<file path="config.mk">
export PLATFORM = sky130hd
export DESIGN_NAME = ir_queue
export DESIGN_NICKNAME = d
export VERILOG_FILES = /design/src/rtl/ir_queue.sv
export SDC_FILE = /design/constraint.sdc
export NUM_CORES = 1
export LEC_CHECK = 0
export BUFFER_PORTS_ARGS = -buffer_cell sky130_fd_sc_hd__clkbuf_2
export CORE_UTILIZATION = 52
export DETAILED_ROUTE_END_ITERATION = 16
export GPL_ROUTABILITY_DRIVEN = 0
export PLACE_DENSITY = 0.83
export SYNTH_ARGS = -nofsm -noshare
export SYNTH_HDL_FRONTEND = slang
export SYNTH_SLANG_ARGS = --single-unit
</file>
<file path="constraint.sdc">
create_clock -name clk -period 2.84 [get_ports clk]
set_input_delay 0.284 -clock clk [delete_from_list [all_inputs] [get_ports clk]]
set_output_delay 0.284 -clock clk [all_outputs]
set_load 0.01 [all_outputs]
</file>
<file path="src/rtl/ir_queue.sv">
// Instruction queue between the RAM fetch path and the decoder: DEPTH entries of
// {instr, pc}, valid/ready on both sides, synchronous flush for branches/jumps.
module ir_queue #(
    parameter int IW    = 32,
    parameter int AW    = 32,
    parameter int DEPTH = 4
) (
    input  logic                     clk,
    input  logic                     rst_n,
    input  logic                     flush,
    input  logic                     in_valid,
    output logic                     in_ready,
    input  logic [IW-1:0]            in_instr,
    input  logic [AW-1:0]            in_pc,
    output logic                     out_valid,
    input  logic                     out_ready,
    output logic [IW-1:0]            out_instr,
    output logic [AW-1:0]            out_pc,
    output logic [$clog2(DEPTH):0]   count
);

    localparam int PW = $clog2(DEPTH);
    localparam int CW = PW + 1;

    typedef struct packed {
        logic [IW-1:0] instr;
        logic [AW-1:0] pc;
    } entry_t;

    entry_t        mem [DEPTH];
    entry_t        head;
    logic [PW-1:0] wr_ptr;
    logic [PW-1:0] rd_ptr;
    logic [CW-1:0] cnt;
    logic          push;
    logic          pop;

    // Handshake flags depend only on registered occupancy, so in_ready has no
    // combinational path from out_ready and reset clears both outputs instantly.
    assign in_ready  = (cnt != CW'(DEPTH));
    assign out_valid = (cnt != '0);
    assign push      = in_valid & in_ready & ~flush;
    assign pop       = out_valid & out_ready & ~flush;
    assign count     = cnt;

    assign head      = mem[rd_ptr];
    assign out_instr = out_valid ? head.instr : '0;
    assign out_pc    = out_valid ? head.pc    : '0;

    always_ff @(posedge clk or negedge rst_n) begin
        if (!rst_n) begin
            wr_ptr <= '0;
            rd_ptr <= '0;
            cnt    <= '0;
        end else if (flush) begin
            wr_ptr <= '0;
            rd_ptr <= '0;
            cnt    <= '0;
        end else begin
            if (push) wr_ptr <= wr_ptr + PW'(1);
            if (pop)  rd_ptr <= rd_ptr + PW'(1);
            case ({push, pop})
                2'b10:   cnt <= cnt + CW'(1);
                2'b01:   cnt <= cnt - CW'(1);
                default: cnt <= cnt;
            endcase
        end
    end

    // Storage carries no reset; only the pointers and occupancy define validity.
    always_ff @(posedge clk) begin
        if (push) mem[wr_ptr] <= '{instr: in_instr, pc: in_pc};
    end

endmodule

</file>
### After elaboration in Yosys (flattened, before gate mapping)

Memories as Yosys holds them, arrays and structs flattened.
Index checks and enable logic that the tools add are counted.

| operators by class | value |
|---|---|
| mux-type cells | 10 |
| bitwise logic cells | 5 |
| equal/unequal tests | 3 |
| reduce and logical (&&, ||, !) cells | 4 |
| add/sub/neg operators | 4 |

Operators by type and width:

| operator | number |
|---|---|
| 32-bit two-way mux | 2 |
| 2-bit two-way mux | 4 |
| 3-bit one-hot mux with 2 select lines | 1 |
| 3-bit nonzero test | 2 |
| 2-bit by 1-bit adder with 2-bit output, second input constant | 2 |
| 1-bit bitwise AND | 4 |
| 2-bit nonzero test | 2 |
| 3-bit by 1-bit adder with 3-bit output, second input constant | 1 |
| 3-bit two-way mux | 1 |
| 3-bit != test, second input constant | 1 |
| 3-bit by 1-bit subtractor with 3-bit output, second input constant | 1 |
| 2-bit by 1-bit equality test with 1-bit output, second input constant | 1 |
| 2-bit equality test, second input constant | 1 |
| 1-bit two-way mux | 2 |
| 1-bit NOT | 1 |

| storage, ports and cells | value |
|---|---|
| output and inout bits | 69 |
| memories kept | 1 |
| bits in registers | 7 |
| bits of input ports | 69 |
| bits in writable memories | 256 |
| word-level logic and storage cells | 30 |

Memory list:

| memory | depth | bits a word | read ports | clocked after Yosys merged registers in | wr ports | RTL line | RTL |
|---|---|---|---|---|---|---|---|
| mem | 4 | 64 | 1 | 0 | 1 | 30 | `entry_t mem [DEPTH];` |

### Longest topological paths before layout

| depth | value |
|---|---|
| word-level depth | 6 |
| gate-level depth with buffers | 7 |
| gate-level depth less buffers | 6 |

### Worst setup path before layout

OpenSTA, ideal clock, no wires.

| timing path | value |
|---|---|
| kind | flip-flop to flip-flop |
| start | reg cnt[2] (netlist: count[2]) |
| end | mem mem[0][0] (netlist name), enable pin |
| period minus slack after synthesis | 2.866 ns |
| path buffers | 1 |
| stages on the path, launching flop included | 5 |
| required time | 2.411 ns |
| setup time | 0.429 ns |
| setup slack | -0.026 ns |
| arrival time | 2.437 ns |
| cells stage by stage | dfrtp_1 buf_2 nor3b_1 nor2_1 and2_1 |

| on the way | value |
|---|---|
| longest elaborated chain between the ends | 5 |

Ends and longest elaborated chain:

| what | RTL line | RTL |
|---|---|---|
| start, declared | 34 | `logic [CW-1:0] cnt;` |
| start signal, assigned | 63 | `2'b10: cnt <= cnt + CW'(1);` |
| start signal, assigned | 64 | `2'b01: cnt <= cnt - CW'(1);` |
| start signal, assigned | 65 | `default: cnt <= cnt;` |
| 3-bit != test | 40 | `assign in_ready = (cnt != CW'(DEPTH));` |
| 1-bit bitwise AND (2 in a row) | 42 | `assign push = in_valid & in_ready & ~flush;` |
| 1-bit two-way mux | 72 | `if (push) mem[wr_ptr] <= '{instr: in_instr, pc: in_pc};` |
| 1-bit two-way mux (implied by the code) | 72 |  |
| end, declared | 30 |  |

Every way passes these cells.

### Worst setup path in the final report

| timing path | value |
|---|---|
| start | reg rd_ptr[0] |
| end | out out_pc[10] |

| on the way | value |
|---|---|
| longest elaborated chain between the ends | 2 |

Ends and longest elaborated chain:

| what | RTL line | RTL |
|---|---|---|
| start, declared | 33 | `logic [PW-1:0] rd_ptr;` |
| start signal, assigned | 61 | `if (pop) rd_ptr <= rd_ptr + PW'(1);` |
| memory read 4 x 64 bit | -- |  |
| 32-bit two-way mux | 48 | `assign out_pc = out_valid ? head.pc : '0;` |
| end, declared | 18 | `output logic [AW-1:0] out_pc,` |

Every way passes these cells.

==> impl_metrics.tcl <==
set metrics [dict create \
    outcome "completed" \
    first_pass_iters 4 \
    p_per_area_nw_per_um2 830 \
    finalCriticalPeriod_ps 2610 \
    route.detailed.wl_per_inst_um 20.1 \
    slew_headroom_pct 55.9 \
    design.die.area_um2 20300 \
    nNetsFinal 758 \
    ys_ff_latch 263 \
    synth_cell_types 36 \
    grt_pass1_wl_um 29800 \
    setup_viol 0 \
    hold_viol 0 \
    via_per_inst 5.43 \
    crit_path_max_fanout 19 \
    grt_max_degree 67 \
    worst_ep_required_time_ps 2560 \
    cts_max_level 1 \
    synthCells 472 \
    drtIter0Drc 326 \
    finalWirelength_um 19300 \
    root_buffer "clkbuf_16" \
    tns_ps 0 \
    rsz0062_at_grt "no" \
    ios 138 \
    crit_type "flip-flop to output port" \
    grt_usage_pct 19.6 \
    clockBufferDepth 3 \
    endpoint_kind "output port" \
    r2r_setup_slack_ps 660 \
    layout-drive-gt1-share_pct 36.6 \
    max_freq_ghz 0.382 \
    dieWidth_um 142 \
    drv_cap 0 \
    fin_skew_ps 7.48 \
    yosysSeqAreaShare_pct 76.7 \
    hp-class "input port to flip-flop" \
    drv_slew 0 \
    clock_latency_ps 510 \
    drcViolationCount 0 \
    synth_ff_type "edfxtp_1" \
    synth_nets 546 \
    cts.repair.resized 0 \
    critPathMaxStageDelay_ps 680 \
    die_h_um 142 \
    grt_pass1_vias 5663 \
    tightest_slew_ps 661 \
    cts.clk_slew.worst_paths_ps 60 \
    core_area_um2 19000 \
    cts-buffers-inserted 26 \
    arrival_ps 2330 \
    hp-start "in_pc[14]" \
    leakagePower_uw 0.00446 \
    worst_slack_ps 225 \
    yosys_warnings 0 \
    grt-ovfl-total 0 \
    synth-edff-count 256 \
    avgSynthCellArea_um2 21.7 \
    synthesis.area_um2 10300 \
    grt_antenna_before_repair 0 \
    path_cells "buf_12 > mux4_2 > and2_1 > clkbuf_2" \
    initial_core_util_pct 53.9 \
    ys_async_sr_fraction_pct 2.66 \
    vias 5232 \
    critPathSlowestCell "dfrtp_4" \
    vdd_ir_drop_max_uv 677 \
    critPathLaunch "rd_ptr[0]$_DFFE_PN0P_" \
    rows 50 \
    ant_nets 0 \
    place_ws_ps 657 \
    r2r-start "count[0]$_DFFE_PN0P_" \
    post-route-period-util_pct 92.1 \
    cts_sinks 263 \
    syn_to_final_growth_pct 25.0 \
    cts_tree "done" \
    hpwl_um 11300 \
    io_buffers 137 \
    setup.worst_path.start_class "flip-flop" \
    antenna_cells 0 \
]
[final cells by class]
class                   count  area, um2
clock inverters            14        213
repair buffers            211       1480
multi-input cells         177       2220
flip-flops and latches    263       7870
fillers                  1270       6200
inverters                   5       18.8
well taps                 260        325
clock buffers              33        698
[state kept, by name, summed over array words and instances (netlist names)]
signal / flops
mem: 256
wr_ptr: 2
count: 3
rd_ptr: 2
[repair_timing]
action,CTS,global route
hold endpoints to repair,247,0
hold buffers,61,0
buffers inserted,0,0
[worst max-delay path, delay by kind of cell (launching register included)]
family                 cells  cell delay, ps
DFF                        1             680
buffers and inverters      2             390
and+or+nand+nor            1             200
muxes                      1             540
[Yosys cell counts (all sizes together), types with 2 or more instances]
library cell / n / area share, %
mux4: 64 / 14
ha: 4 / 0.49
o21ai: 2 / 0.098
or3: 2 / 0.17
inv: 5 / 0.18
dfrtp: 7 / 1.7
nand2: 2 / 0.073
buf: 19 / 1.3
nand3: 2 / 0.098
clkbuf: 8 / 0.29
mux2i: 2 / 0.20
and2: 68 / 4.1
edfxtp: 256 / 75
a21oi: 3 / 0.15
nand2b: 3 / 0.18
xor2: 3 / 0.26
nor2: 6 / 0.22
[layer usage]
| layer | global-route usage [%] | part of all wire, % |
|---|---|---|
| met1 | 25.0 | 42 |
| met2 | 34.5 | 51 |
| met3 | 3.43 | 5.1 |
| met4 | 5.66 | 1.7 |
| met5 | 0 | 0 |
[worst paths after layout]
kind,cells past startpoint,endpoint
worst max-delay path,4,out_pc[10]
worst min-delay path,1,mem[1][14]$_DFFE_PP_
max in group asynchronous,2,rd_ptr[1]$_DFFE_PN0P_
worst min register to register,2,wr_ptr[0]$_DFFE_PN0P_
min in group asynchronous,2,count[2]$_DFFE_PN0P_
worst max register to register,4,mem[0][39]$_DFFE_PP_
[cells in the final DEF (no fill, tap or decap), types with 2 or more instances in the layout]
cell           synthesis  layout
edfxtp_1             256     256
clkbuf_2               0     137
mux4_2                64      64
and2_1                68      64
dlygate4sd3_1          0      61
clkbuf_16              0      27
buf_12                 0       7
nor2_1                 6       6
clkbuf_1               8       6
bufinv_16              0       6
clkinv_1               0       6
buf_4                  2       6
inv_1                  5       5
dfrtp_1                7       5
and2_4                 0       4
ha_1                   4       4
nand2b_1               3       3
xor2_1                 3       3
a21oi_1                3       3
nand2_1                2       2
mux2i_1                2       2
o21ai_0                2       2
nand3_1                2       2
clkinv_2               0       2
dfrtp_4                0       2
[metrics by stage]
step,power (uW),hold slack [ps],cell area [um2],std cells,util (%)
after detailed placement,7110,133,11300,855,59.4
after floorplan,6270,-11.6,10300,472,-
after CTS,10800,2.87,12800,963,67.4
after global placement,7050,129,11300,855,59.4
final,10600,23.4,12800,963,67.4
after global routing,11100,3.38,12800,963,67.4
[cell families (layout without fill, tap and decap cells)]
kind of cell    Yosys count  in the layout  synth area share [%]
compound gates           15             15                  1.09
mux                      66             66                  14.3
simple gates             88             88                  5.23
flops                   263            263                  76.7
xor+xnor                  3              3                 0.256
fa+ha+maj                 5              5                 0.683
buf+inv                  32            263                  1.82
[power by group]
part           internal [uW]  switching, uW  leakage [uW]
clock                   2270           1310      0.000442
sequential              4450            166       0.00241
combinational           1230           1220       0.00160
total                   7950           2700       0.00446
(Power assumes the default switching activity.)
